[src/rtl/uart_tx_word_sender_pkg.sv]
// Shared widths and FSM encodings for the UART word sender, transmitter and debug unit.
package uart_tx_word_sender_pkg;

  localparam int unsigned N_DATA   = 8;
  localparam int unsigned N_BYTES  = 4;
  localparam int unsigned NB_WORD  = N_DATA * N_BYTES;
  localparam int unsigned NB_STATE = 3;

  // One-hot sender states.
  typedef enum logic [NB_STATE-1:0] {
    StIdle = 3'b001,
    StSend = 3'b010,
    StWait = 3'b100
  } state_e;

endpackage

[src/rtl/uart_tx_word_sender_if.sv]
// Word handshake between the debug/control unit (master) and the word sender (slave).
interface uart_tx_word_sender_if #(
  parameter int unsigned NB_WORD = uart_tx_word_sender_pkg::NB_WORD
);

  logic [NB_WORD-1:0] word_in;
  logic               word_valid;
  logic               word_ready;

  modport master (
    output word_in,
    output word_valid,
    input  word_ready
  );

  modport slave (
    input  word_in,
    input  word_valid,
    output word_ready
  );

endinterface

[src/rtl/tx_word_fifo.sv]
// Synchronous word FIFO; dout is the head entry and is valid while not empty.
module tx_word_fifo #(
  parameter int unsigned DEPTH = 4,
  parameter int unsigned WIDTH = uart_tx_word_sender_pkg::NB_WORD
) (
  input  logic             clock,
  input  logic             reset,
  input  logic             push,
  input  logic             pop,
  input  logic [WIDTH-1:0] din,
  output logic [WIDTH-1:0] dout,
  output logic             full,
  output logic             empty
);

  localparam int unsigned AW = (DEPTH > 1) ? $clog2(DEPTH) : 1;

  logic [WIDTH-1:0] mem_q [DEPTH];
  logic [AW-1:0]    wr_ptr_q, rd_ptr_q;
  logic [AW:0]      count_q;
  logic             do_push, do_pop;

  assign full    = (count_q == (AW+1)'(DEPTH));
  assign empty   = (count_q == '0);
  assign do_push = push && !full;
  assign do_pop  = pop && !empty;
  assign dout    = mem_q[rd_ptr_q];

  // Storage array; contents need no reset since count gates visibility.
  always_ff @(posedge clock) begin
    if (do_push) begin
      mem_q[wr_ptr_q] <= din;
    end
  end

  // Pointers wrap naturally because DEPTH is a power of two.
  always_ff @(posedge clock) begin
    if (reset) begin
      wr_ptr_q <= '0;
      rd_ptr_q <= '0;
      count_q  <= '0;
    end else begin
      if (do_push) wr_ptr_q <= wr_ptr_q + 1'b1;
      if (do_pop)  rd_ptr_q <= rd_ptr_q + 1'b1;
      if (do_push && !do_pop) begin
        count_q <= count_q + 1'b1;
      end else if (do_pop && !do_push) begin
        count_q <= count_q - 1'b1;
      end
    end
  end

endmodule

[src/rtl/uart_tx_word_sender.sv]
// Splits queued 32-bit words into bytes (LSB first) and paces them into the UART transmitter.
module uart_tx_word_sender #(
  parameter int unsigned N_DATA     = uart_tx_word_sender_pkg::N_DATA,
  parameter int unsigned N_BYTES    = uart_tx_word_sender_pkg::N_BYTES,
  parameter int unsigned FIFO_DEPTH = 4,
  parameter int unsigned NB_STATE   = uart_tx_word_sender_pkg::NB_STATE
) (
  input  logic                        clock,
  input  logic                        reset,
  uart_tx_word_sender_if.slave        word_bus,
  input  logic                        tx_done_tick,
  output logic                        tx_start,
  output logic [N_DATA-1:0]           tx_data,
  output logic                        busy
);

  import uart_tx_word_sender_pkg::*;

  localparam int unsigned NB_W   = N_DATA * N_BYTES;
  localparam int unsigned NB_CNT = (N_BYTES > 1) ? $clog2(N_BYTES) : 1;

  logic [NB_STATE-1:0] state_q, state_d;
  logic [NB_W-1:0]     word_q, word_d;
  logic [NB_CNT-1:0]   byte_cnt_q, byte_cnt_d;

  logic            fifo_pop, fifo_full, fifo_empty, fifo_push;
  logic [NB_W-1:0] fifo_dout;

  assign word_bus.word_ready = !fifo_full;
  assign fifo_push           = word_bus.word_valid && !fifo_full;

  tx_word_fifo #(
    .DEPTH (FIFO_DEPTH),
    .WIDTH (NB_W)
  ) u_fifo (
    .clock (clock),
    .reset (reset),
    .push  (fifo_push),
    .pop   (fifo_pop),
    .din   (word_bus.word_in),
    .dout  (fifo_dout),
    .full  (fifo_full),
    .empty (fifo_empty)
  );

  // Outputs decode from registers only.
  assign tx_start = (state_q == StSend);
  assign tx_data  = word_q[N_DATA-1:0];
  assign busy     = !fifo_empty || (state_q != StIdle);

  // State, shift register and byte counter.
  always_ff @(posedge clock) begin
    if (reset) begin
      state_q    <= StIdle;
      word_q     <= '0;
      byte_cnt_q <= '0;
    end else begin
      state_q    <= state_d;
      word_q     <= word_d;
      byte_cnt_q <= byte_cnt_d;
    end
  end

  // Next-state logic; done ticks only count while waiting on a byte.
  always_comb begin
    state_d    = state_q;
    word_d     = word_q;
    byte_cnt_d = byte_cnt_q;
    fifo_pop   = 1'b0;
    unique case (state_q)
      StIdle: begin
        if (!fifo_empty) begin
          word_d     = fifo_dout;
          fifo_pop   = 1'b1;
          byte_cnt_d = '0;
          state_d    = StSend;
        end
      end
      StSend: begin
        state_d = StWait;
      end
      StWait: begin
        if (tx_done_tick) begin
          if (byte_cnt_q == NB_CNT'(N_BYTES - 1)) begin
            state_d = StIdle;
          end else begin
            word_d     = word_q >> N_DATA;
            byte_cnt_d = byte_cnt_q + 1'b1;
            state_d    = StSend;
          end
        end
      end
      default: begin
        state_d = StIdle;
      end
    endcase
  end

endmodule
[src/flat_wrapper.sv]
// flat-port wrapper written by rule: the top's interface ports become plain ports
module uart_tx_word_sender_flat import uart_tx_word_sender_pkg::*;
#(
  parameter int unsigned N_DATA     = uart_tx_word_sender_pkg::N_DATA,
  parameter int unsigned N_BYTES    = uart_tx_word_sender_pkg::N_BYTES,
  parameter int unsigned FIFO_DEPTH = 4,
  parameter int unsigned NB_STATE   = uart_tx_word_sender_pkg::NB_STATE
)
  (clock, reset, tx_done_tick, tx_start, tx_data, busy, word_bus_word_in, word_bus_word_valid, word_bus_word_ready);
  uart_tx_word_sender_if word_bus_i ();
  input  logic clock;
  input  logic reset;
  input  logic tx_done_tick;
  output logic tx_start;
  output logic [N_DATA-1:0] tx_data;
  output logic busy;
  input wire logic [$bits(word_bus_i.word_in)-1:0] word_bus_word_in;
  input wire logic [$bits(word_bus_i.word_valid)-1:0] word_bus_word_valid;
  output wire logic [$bits(word_bus_i.word_ready)-1:0] word_bus_word_ready;
  assign word_bus_i.word_in = word_bus_word_in;
  assign word_bus_i.word_valid = word_bus_word_valid;
  assign word_bus_word_ready = word_bus_i.word_ready;
  uart_tx_word_sender #(.N_DATA(N_DATA), .N_BYTES(N_BYTES), .FIFO_DEPTH(FIFO_DEPTH), .NB_STATE(NB_STATE)) u_core (.clock(clock), .reset(reset), .word_bus(word_bus_i), .tx_done_tick(tx_done_tick), .tx_start(tx_start), .tx_data(tx_data), .busy(busy));
endmodule
[config.mk]
export PLATFORM = sky130hd
export DESIGN_NAME = uart_tx_word_sender_flat
export DESIGN_NICKNAME = d
export VERILOG_FILES = /design/src/rtl/uart_tx_word_sender_pkg.sv /design/src/rtl/uart_tx_word_sender_if.sv /design/src/rtl/tx_word_fifo.sv /design/src/rtl/uart_tx_word_sender.sv /design/src/flat_wrapper.sv
export SDC_FILE = /design/constraint.sdc
export NUM_CORES = 1
export LEC_CHECK = 0
export ABC_AREA = 1
export ABC_CLOCK_PERIOD_IN_PS = 6380
export CORE_ASPECT_RATIO = 0.5
export CORE_MARGIN = 2
export CORE_UTILIZATION = 62
export DETAILED_ROUTE_END_ITERATION = 10
export GPL_TIMING_DRIVEN = 0
export PLACE_DENSITY = 0.83
export SETUP_SLACK_MARGIN = 0.02
export SLEW_MARGIN = 25
export SYNTH_ARGS = -nofsm -noshare
export SYNTH_HDL_FRONTEND = slang
export SYNTH_SLANG_ARGS = --single-unit
[constraint.sdc]
create_clock -name clock -period 6.38 [get_ports clock]
set_input_delay 1.276 -clock clock [delete_from_list [all_inputs] [get_ports clock]]
set_output_delay 1.276 -clock clock [all_outputs]
set_load 0.02 [all_outputs]
==> impl_summary.md, run 1 <==
Critical path
For the worst setup path, the data required time is 5100 ps. The critical setup path kind is flip-flop to output port. The worst setup path is captured at an output port. The worst register-to-register path has a setup slack of 4220 ps. Data arrives at the worst endpoint at 1830 ps. The reg-to-reg endpoint is u_core.u_fifo.count_q[1]. The end of the critical path is tx_start. The slowest stage of the critical path belongs to the cell sky130_fd_sc_hd__clkdlybuf4s50_1. The worst setup path is launched from a flip-flop. In this design, the stage delay of the slowest critical-path cell is 670 ps. The reg-to-reg startpoint is u_core.u_fifo.count_q[0]. The launch point of the critical path is u_core.state_q[1]. The maximum net fanout on the critical path is 3. The critical path goes through inv_1 > nor3_1 > clkdlybuf4s50_1.

The worst reg-to-reg path cell count is 9.

Synthesis
The average cell area after synthesis is 9.005 sq um. The sequential element share of the synthesized area is 0.6284. The flip-flop and latch count after synthesis is 174. The number of nets in the synthesized netlist is 885. The number of standard cells after synthesis is 842.

In this run the cell area of the synthesized design comes to 0.007582 sq mm. The distinct cell type count of the synthesized netlist is 22. Yosys printed 0 warnings.

CTS
TritonCTS created 17 clock buffers. The clock passes through at most 2 buffers. After clock tree synthesis, the clock-pin slew on the worst setup and hold paths is 70 ps.

The CTS tree is done. The hold-fix buffer count after cts is 0. After clock tree synthesis, the setup repair step added 0 buffers.

Once the clock tree was built, the resizer swapped 0 gates to a different size. The H-tree depth is 4. The clock latency on the worst-skew pair is 430 ps. The root cell of the clock tree is sky130_fd_sc_hd__clkbuf_16.

The clock drives 174 sinks.

STA
The number of failing setup endpoints in the final timing report is 0. The final period demand of the worst path is 3108 ps. Measured against its own limit, the worst slew margin works out to 0.6096. Setup repair after global routing left no endpoint under its margin.

The number of slew-limit violations in the final report is 0. The post-route clock skew is 10.70 ps. For the pin with the worst max-slew slack, the measured transition is 585.7 ps. The final-report hold violation count came to 0.

Timing would allow up to 321.7 MHz. Dividing the final minimum period by the clock period gives 0.4872. The sum of negative setup slack is 0 ps.

Route
The post-detailed-route count of antenna-violating nets is 0. The via-per-instance ratio is 5.246. The total DRC errors in the routed layout is 0. The final wirelength is 17620 microns. The routed via count is 5718. The number of DRC markers in iteration 0 is 767.

The count of TritonRoute iterations in the first routing pass is 5. The final routed wire length divided by cell count is 16.16 microns.

Floorplan
The overall die height is 82.20 microns. The initial core utilization is 0.6384. The area of the die is 0.01318 sq mm. The floorplan step set the die width to 160.4 microns. The floorplan has 28 rows. 47 I/O pins were placed. The area of the placeable core is 0.01188 sq mm.

Placement
The instance area at placement is 0.008374 sq mm. The number of input and output port buffers inserted is 46. At the end of routability-driven placement, the weighted congestion stood at 0.9133. The HPWL after detailed placement is 11160 microns.

Status
The flow ran to the end, and the final reports show no timing, DRC or antenna violations.

Flow run
The count of maximum capacitance violations is 0.

Global route
The global-route congestion overflow total is 0. The pin count of the biggest net entering global routing is 23. The initial antenna violation count came to 1. The global-route usage over all layers is 0.2811. The number of global-route vias before repair is 5416. The global-route wire length before repair is 27370 microns.

Pwr
Across the VDD grid, the largest voltage drop is 0.0002480 V. In this run the static leakage power is 0.004027 uW. Power spread over the standard cell area amounts to 453.4 mW/mm^2.

Min path
The startpoint identified for the worst hold timing path is u_core.word_q[30]. The min-delay analysis places its worst path in the category flip-flop to flip-flop.

Final layout
After the last flow step, the layout net total stands at 954. The fraction of final layout cells sized beyond drive strength 1 is 0.08333. Once layout is done, the placed cells without fillers occupy 0.008964 sq mm.

Compared with the post-synthesis result, the final layout area differs by 18.22%.
-- through the flow --
stage	setup slack (ps)	hold WS (ps)	instances	power (uW)	util
2_1_floorplan	3151	432.9	842	2523	-
6_report	3272	465.4	1090	4064	0.7547
5_1_grt	3192	482.2	1089	4294	0.7545
3_3_place_gp	1569	448.0	1053	2920	0.6946
3_5_place_dp	3104	455.1	1057	2991	0.7051
4_1_cts	3289	466.9	1089	4032	0.7545
-- Yosys cell counts --
cell type | count | area share
sky130_fd_sc_hd__nand2_2 | 2 | 0.0016
sky130_fd_sc_hd__a21oi_1 | 16 | 0.011
sky130_fd_sc_hd__buf_2 | 11 | 0.0073
sky130_fd_sc_hd__ha_1 | 6 | 0.0099
sky130_fd_sc_hd__nor2_2 | 2 | 0.0016
sky130_fd_sc_hd__nand3_4 | 1 | 0.0023
sky130_fd_sc_hd__o22ai_1 | 1 | 0.00083
sky130_fd_sc_hd__nand2_1 | 279 | 0.14
sky130_fd_sc_hd__nand3_1 | 53 | 0.035
sky130_fd_sc_hd__edfxtp_1 | 128 | 0.51
sky130_fd_sc_hd__nor3_1 | 1 | 0.00066
sky130_fd_sc_hd__inv_2 | 3 | 0.0015
sky130_fd_sc_hd__o21ai_0 | 22 | 0.015
sky130_fd_sc_hd__dfxtp_1 | 46 | 0.12
sky130_fd_sc_hd__buf_6 | 4 | 0.0059
sky130_fd_sc_hd__nand3b_1 | 1 | 0.00099
sky130_fd_sc_hd__inv_1 | 142 | 0.070
sky130_fd_sc_hd__fa_1 | 1 | 0.0026
sky130_fd_sc_hd__buf_4 | 14 | 0.014
sky130_fd_sc_hd__nor2_1 | 95 | 0.047
sky130_fd_sc_hd__clkinv_1 | 1 | 0.00049
sky130_fd_sc_hd__clkbuf_1 | 13 | 0.0064
-- worst min path at each step --
stage / end / cells past startpoint
final: u_core.word_q[30] / 2
after global routing: u_core.word_q[30] / 2
after CTS: u_core.word_q[30] / 2
after detailed placement: u_core.word_q[27] / 2
after global placement: u_core.u_fifo.rd_ptr_q[1] / 2
after floorplan: flip-flop / 2
-- metal layers --
| layer | global-route usage | up-vias | part of all wire |
|---|---|---|---|
| li1 | - | 2738 | - |
| met1 | 0.3750 | 2606 | 0.40 |
| met2 | 0.4582 | 330 | 0.46 |
| met3 | 0.05694 | 44 | 0.11 |
| met4 | 0.1297 | 0 | 0.026 |
| met5 | 0 | - | 0 |
-- area by class of cell --
| cell class | count | area, sq um |
|---|---|---|
| tap | 165 | 206.4 |
| buffer | 42 | 254.0 |
| clock inverter | 15 | 161.4 |
| clock buffer | 17 | 425.4 |
| multi-input combinational | 480 | 2046 |
| timing repair buffer | 50 | 555.5 |
| fill | 733 | 2913 |
| antenna | 1 | 2.502 |
| inverter | 146 | 548.0 |
| sequential | 174 | 4765 |
-- critical path, delay by kind of cell, from the launching register on --
family,cells,cell delay [ps]
flip-flops,1,390
buffers and inverters,2,740
AND/OR/NAND/NOR,1,270
-- power by group --
part	switching (uW)	internal, uW
registers	78.8	1410
clock network	495	527
logic	1030	524
total	1600	2460
-- flip-flops by register name, indices dropped and copies added, names as in the netlist, named ones only --
| signal | cells |
|---|---|
| u_core.u_fifo.mem_q | 128 |
| u_core.word_q | 32 |
| u_core.state_q | 3 |
| u_core.u_fifo.count_q | 3 |
| u_core.byte_cnt_q | 2 |
| u_core.u_fifo.rd_ptr_q | 2 |
| u_core.u_fifo.wr_ptr_q | 2 |
-- logic make-up (layout without fill, tap and decap cells) --
group / Yosys count / in the layout / synth area share
other cells: 0 / 1 / 0
buf+inv: 188 / 270 / 0.1058
fa+ha+maj: 7 / 7 / 0.01254
flops: 174 / 174 / 0.6284
simple gates: 434 / 434 / 0.2274
compound gates: 39 / 39 / 0.02591
-- layout by cell type, fill, tap and decap left out, types with 3 or more instances in the layout --
cell type / instances
sky130_fd_sc_hd__inv_8: 6
sky130_fd_sc_hd__nand3_1: 53
sky130_fd_sc_hd__ha_1: 6
sky130_fd_sc_hd__dfxtp_1: 46
sky130_fd_sc_hd__clkbuf_16: 17
sky130_fd_sc_hd__clkdlybuf4s50_1: 46
sky130_fd_sc_hd__nand2_1: 279
sky130_fd_sc_hd__inv_1: 142
sky130_fd_sc_hd__inv_6: 3
sky130_fd_sc_hd__nor2_1: 91
sky130_fd_sc_hd__o21ai_0: 22
sky130_fd_sc_hd__clkinv_4: 4
sky130_fd_sc_hd__nor2_4: 4
sky130_fd_sc_hd__buf_4: 14
sky130_fd_sc_hd__clkbuf_1: 13
sky130_fd_sc_hd__buf_6: 4
sky130_fd_sc_hd__inv_2: 3
sky130_fd_sc_hd__a21oi_1: 16
sky130_fd_sc_hd__edfxtp_1: 128
sky130_fd_sc_hd__buf_2: 11
(Power assumes the default switching activity.)
==> run 2, diff against run 1 <==
ABC_CLOCK_PERIOD_IN_PS = 3200   (was 6380)
CORE_UTILIZATION = 59   (was 62)
PLACE_DENSITY = 0.79   (was 0.83)
clock period = 3.2 ns   (was 6.38 ns; I/O delays follow)
==> run 2 against run 1 <==
  * Wire length is 3.2% lower
  * Clock power increased by 94%
  * Worst setup slack worse by 2600 ps
  * Sequential cell count is the same
  * Total power up 97%
  * First-iteration DRC count decreased by 9.4%
  * Sequential share of layout area down 0.10 points
  * Critical path type unchanged
  * Largest cell class unchanged
==> impl_summary.md, run 2 (synthesis gave the netlist of run 1 again) <==
Status
The flow ran to the end, and the final reports show no timing, DRC or antenna violations.

CTS
The CTS tree is done. The number of clock buffers inserted by TritonCTS came to 17 (unchanged). Clock tree synthesis selected as its root buffer the cell sky130_fd_sc_hd__clkbuf_16. The total of cells resized after clock tree synthesis is 0 (unchanged). The hold-fix buffer count after cts is 0 (unchanged). The number of clock sinks is 174 (unchanged).

The maximum number of buffers from clock root to sink is 2 (unchanged). The post-CTS setup-driven buffer insertion count was 0 (unchanged). The H-tree depth is 4 (unchanged). The clock edge transition at the registers on the reported setup and hold paths came to 70 ps (about the same). The clock latency on the worst-skew pair is 430 ps (about the same).

Floorplan
The area of the die came to 0.01383 sq mm (+4.9%). The area of the placeable core is 0.01259 sq mm (+6.0%). The overall die height came to 84.16 microns (+2.4%). The initial core utilization was 0.6022 (-0.03623). The placement row count is 29 (+3.6%).

The number of top-level pins is 47 (unchanged). The die boundary width is 164.3 microns (+2.4%).

Min path
The cell depth of the worst min-delay path is 2 (unchanged). In this run the worst hold path is classified as flip-flop to flip-flop. The path with the worst hold slack has its endpoint at u_core.u_fifo.rd_ptr_q[1]. In this run the most critical hold path is launched from u_core.u_fifo.rd_ptr_q[1].

Route
The final wirelength came to 17060 microns (-3.2%). The count of TritonRoute iterations in the first routing pass is 5 (unchanged). The number of DRC markers in iteration 0 is 695 (-9.4%).

The total DRC errors in the routed layout is 0 (unchanged). The routed via count is 5681 (-0.65%). The via-per-instance ratio is 5.188 (-1.1%). The final routed wire length divided by cell count is 15.58 microns (-3.6%). The post-detailed-route count of antenna-violating nets came to 0 (unchanged).

Final layout
The area occupied by registers was 0.004765 sq mm (unchanged). The fraction of final layout cells sized beyond drive strength 1 is 0.08432 (+0.0009910). Relative to the synthesized area, the layout overhead comes to 18.45%. The final cell count without fillers is 1095 (+0.46%).

The commonest non-fill, non-tap cell in the layout is sky130_fd_sc_hd__nand2_1. The area used by multi-input combinational logic was 0.002046 sq mm (unchanged). The flip-flop count of the largest register after layout was 128 (unchanged). The top cell types in the final layout, fill and taps aside, are 279 x sky130_fd_sc_hd__nand2_1, 142 x sky130_fd_sc_hd__inv_1, 128 x sky130_fd_sc_hd__edfxtp_1. The number of inserted diodes was 0 (-1).

The utilization of the core after routing came to 0.7133 (-0.04144). The final-layout fill cell count is 856 (+17%). The largest registers in the layout are u_core.u_fifo.mem_q (128), u_core.word_q (32).

The largest register by flop count is u_core.u_fifo.mem_q. The final-stage net count is 955 (+0.10%).

Pwr
The switching power total is 3115 uW (+95%). The proportion of total power due to net switching is 0.3884 (-0.005267). The leakage component of the power is 0.004029 uW (about the same). The internal power consumption was 4905 uW (+99%). The total power per unit cell area is 893.1 mW/mm^2 (+97%). The combinational cell fraction of total power came to 0.382 (about the same). The share of power burned in registers is 0.371 (+0.004). The portion of total power attributed to the clock network came to 0.247 (-0.004). The largest voltage drop on the vdd net came to 0.0004569 V (+84%).

Critical path
The setup path with the least slack is of type flip-flop to output port. The category of the worst setup path capture point is an output port. The register-to-register setup slack was 1050 ps (-3170 ps). The critical path data required time is 2560 ps (-2540 ps). The worst register-to-register path ends at u_core.u_fifo.count_q[1].

The maximum net fanout on the critical path is 3 (unchanged). The reg-to-reg startpoint is u_core.u_fifo.count_q[0]. The worst reg-to-reg path cell count is 9 (unchanged).

STA classifies the critical path startpoint as a flip-flop. The worst endpoint data arrival time is 1860 ps (+30 ps).

Placement
The placed wire-length estimate is 11160 microns (about the same). The number of cells in the design after placement is 1063 (+0.57%). The number of input and output port buffers inserted is 46 (unchanged). The final estimated routing congestion in global placement came to 0.8477 (-7.2%).

STA
The clock period could shrink to 2496 ps. The slew at the pin with the worst max-slew slack is 620.0 ps (+34.34 ps). The number of slew-limit violations in the final report was 0 (unchanged). The worst slew margin relative to its limit is 0.5857 (-0.02387). The post-route clock period utilization is 0.7799. The final-report hold violation count is 0 (unchanged). The maximum clock frequency is 400.7 MHz. Setup repair after global routing left no endpoint under its margin. The sum of negative setup slack was 0 ps (unchanged). The post-route clock skew was 13.28 ps (+2.580 ps). The number of failing setup endpoints in the final timing report was 0 (unchanged).

Global route
The global-route usage over all layers was 0.2600 (-0.02108). The pin count of the biggest net entering global routing is 23 (unchanged). The global-route congestion overflow total is 0 (unchanged). The global-route wire length before repair is 26610 microns (-2.7%). The number of global-route vias before repair is 5352 (-1.2%).

The initial antenna violation count is 1 (unchanged).

Flow run
The count of maximum capacitance violations is 0 (unchanged).
run 2: power by group through the flow:
stage | clock network [uW] | registers, uW | logic, uW
final | 1980 | 2980 | 3060
after detailed placement | 0 | 3020 | 2960
after CTS | 1980 | 2970 | 3010
after global placement | 0 | 3020 | 2820
after floorplan | 0 | 2990 | 2040
after global routing | 2080 | 3010 | 3400
run 2: how the worst max path moves through the flow:
stage / from / cells after the start / to / slack, ps
2_1_floorplan: u_core.u_fifo.count_q[0] / 4 / u_core.u_fifo.mem_q[0][0] / 540
3_3_place_gp: word_bus_word_valid / 3 / u_core.u_fifo.mem_q[2][5] / -1050
3_5_place_dp: word_bus_word_valid / 11 / u_core.u_fifo.count_q[2] / 520
4_1_cts: u_core.state_q[1] / 3 / tx_start / 710
5_1_grt: u_core.state_q[1] / 3 / tx_start / 600
6_report: u_core.state_q[1] / 3 / tx_start / 700
run 2: per-layer routing:
metal  vias up  share of wire  global-route usage
met5         -              0                   0
met4         0          0.024              0.1093
met3        33           0.11             0.06917
met2       310           0.45              0.3944
met1      2605           0.42              0.3598
li1       2733              -                   -
run 2: area by class of cell:
| class | count | area share |
|---|---|---|
| tap | 170 | 0.02368 |
| sequential | 174 | 0.5305 |
| clock inverter | 15 | 0.01560 |
| buffer | 42 | 0.02828 |
| clock buffer | 17 | 0.04737 |
| inverter | 146 | 0.06102 |
| timing repair buffer | 51 | 0.06576 |
| multi-input combinational | 480 | 0.2278 |
run 2: stage by stage:
stage	area [sq um]	total power (uW)	setup slack [ps]	hold slack, ps
final	8981	8021	704.2	460.1
after global routing	8981	8497	599.2	478.2
after CTS	8981	7965	707.3	463.8
after detailed placement	8416	5976	521.8	455.4
after global placement	8255	5840	-1048	448.7
after floorplan	7582	5030	539.4	432.9
run 2: critical path, cell delays in order (launching register included):
cell and delay [ps]:
sky130_fd_sc_hd__dfxtp_1 390, sky130_fd_sc_hd__inv_1 70, sky130_fd_sc_hd__nor3_1 280, sky130_fd_sc_hd__clkdlybuf4s50_1 670
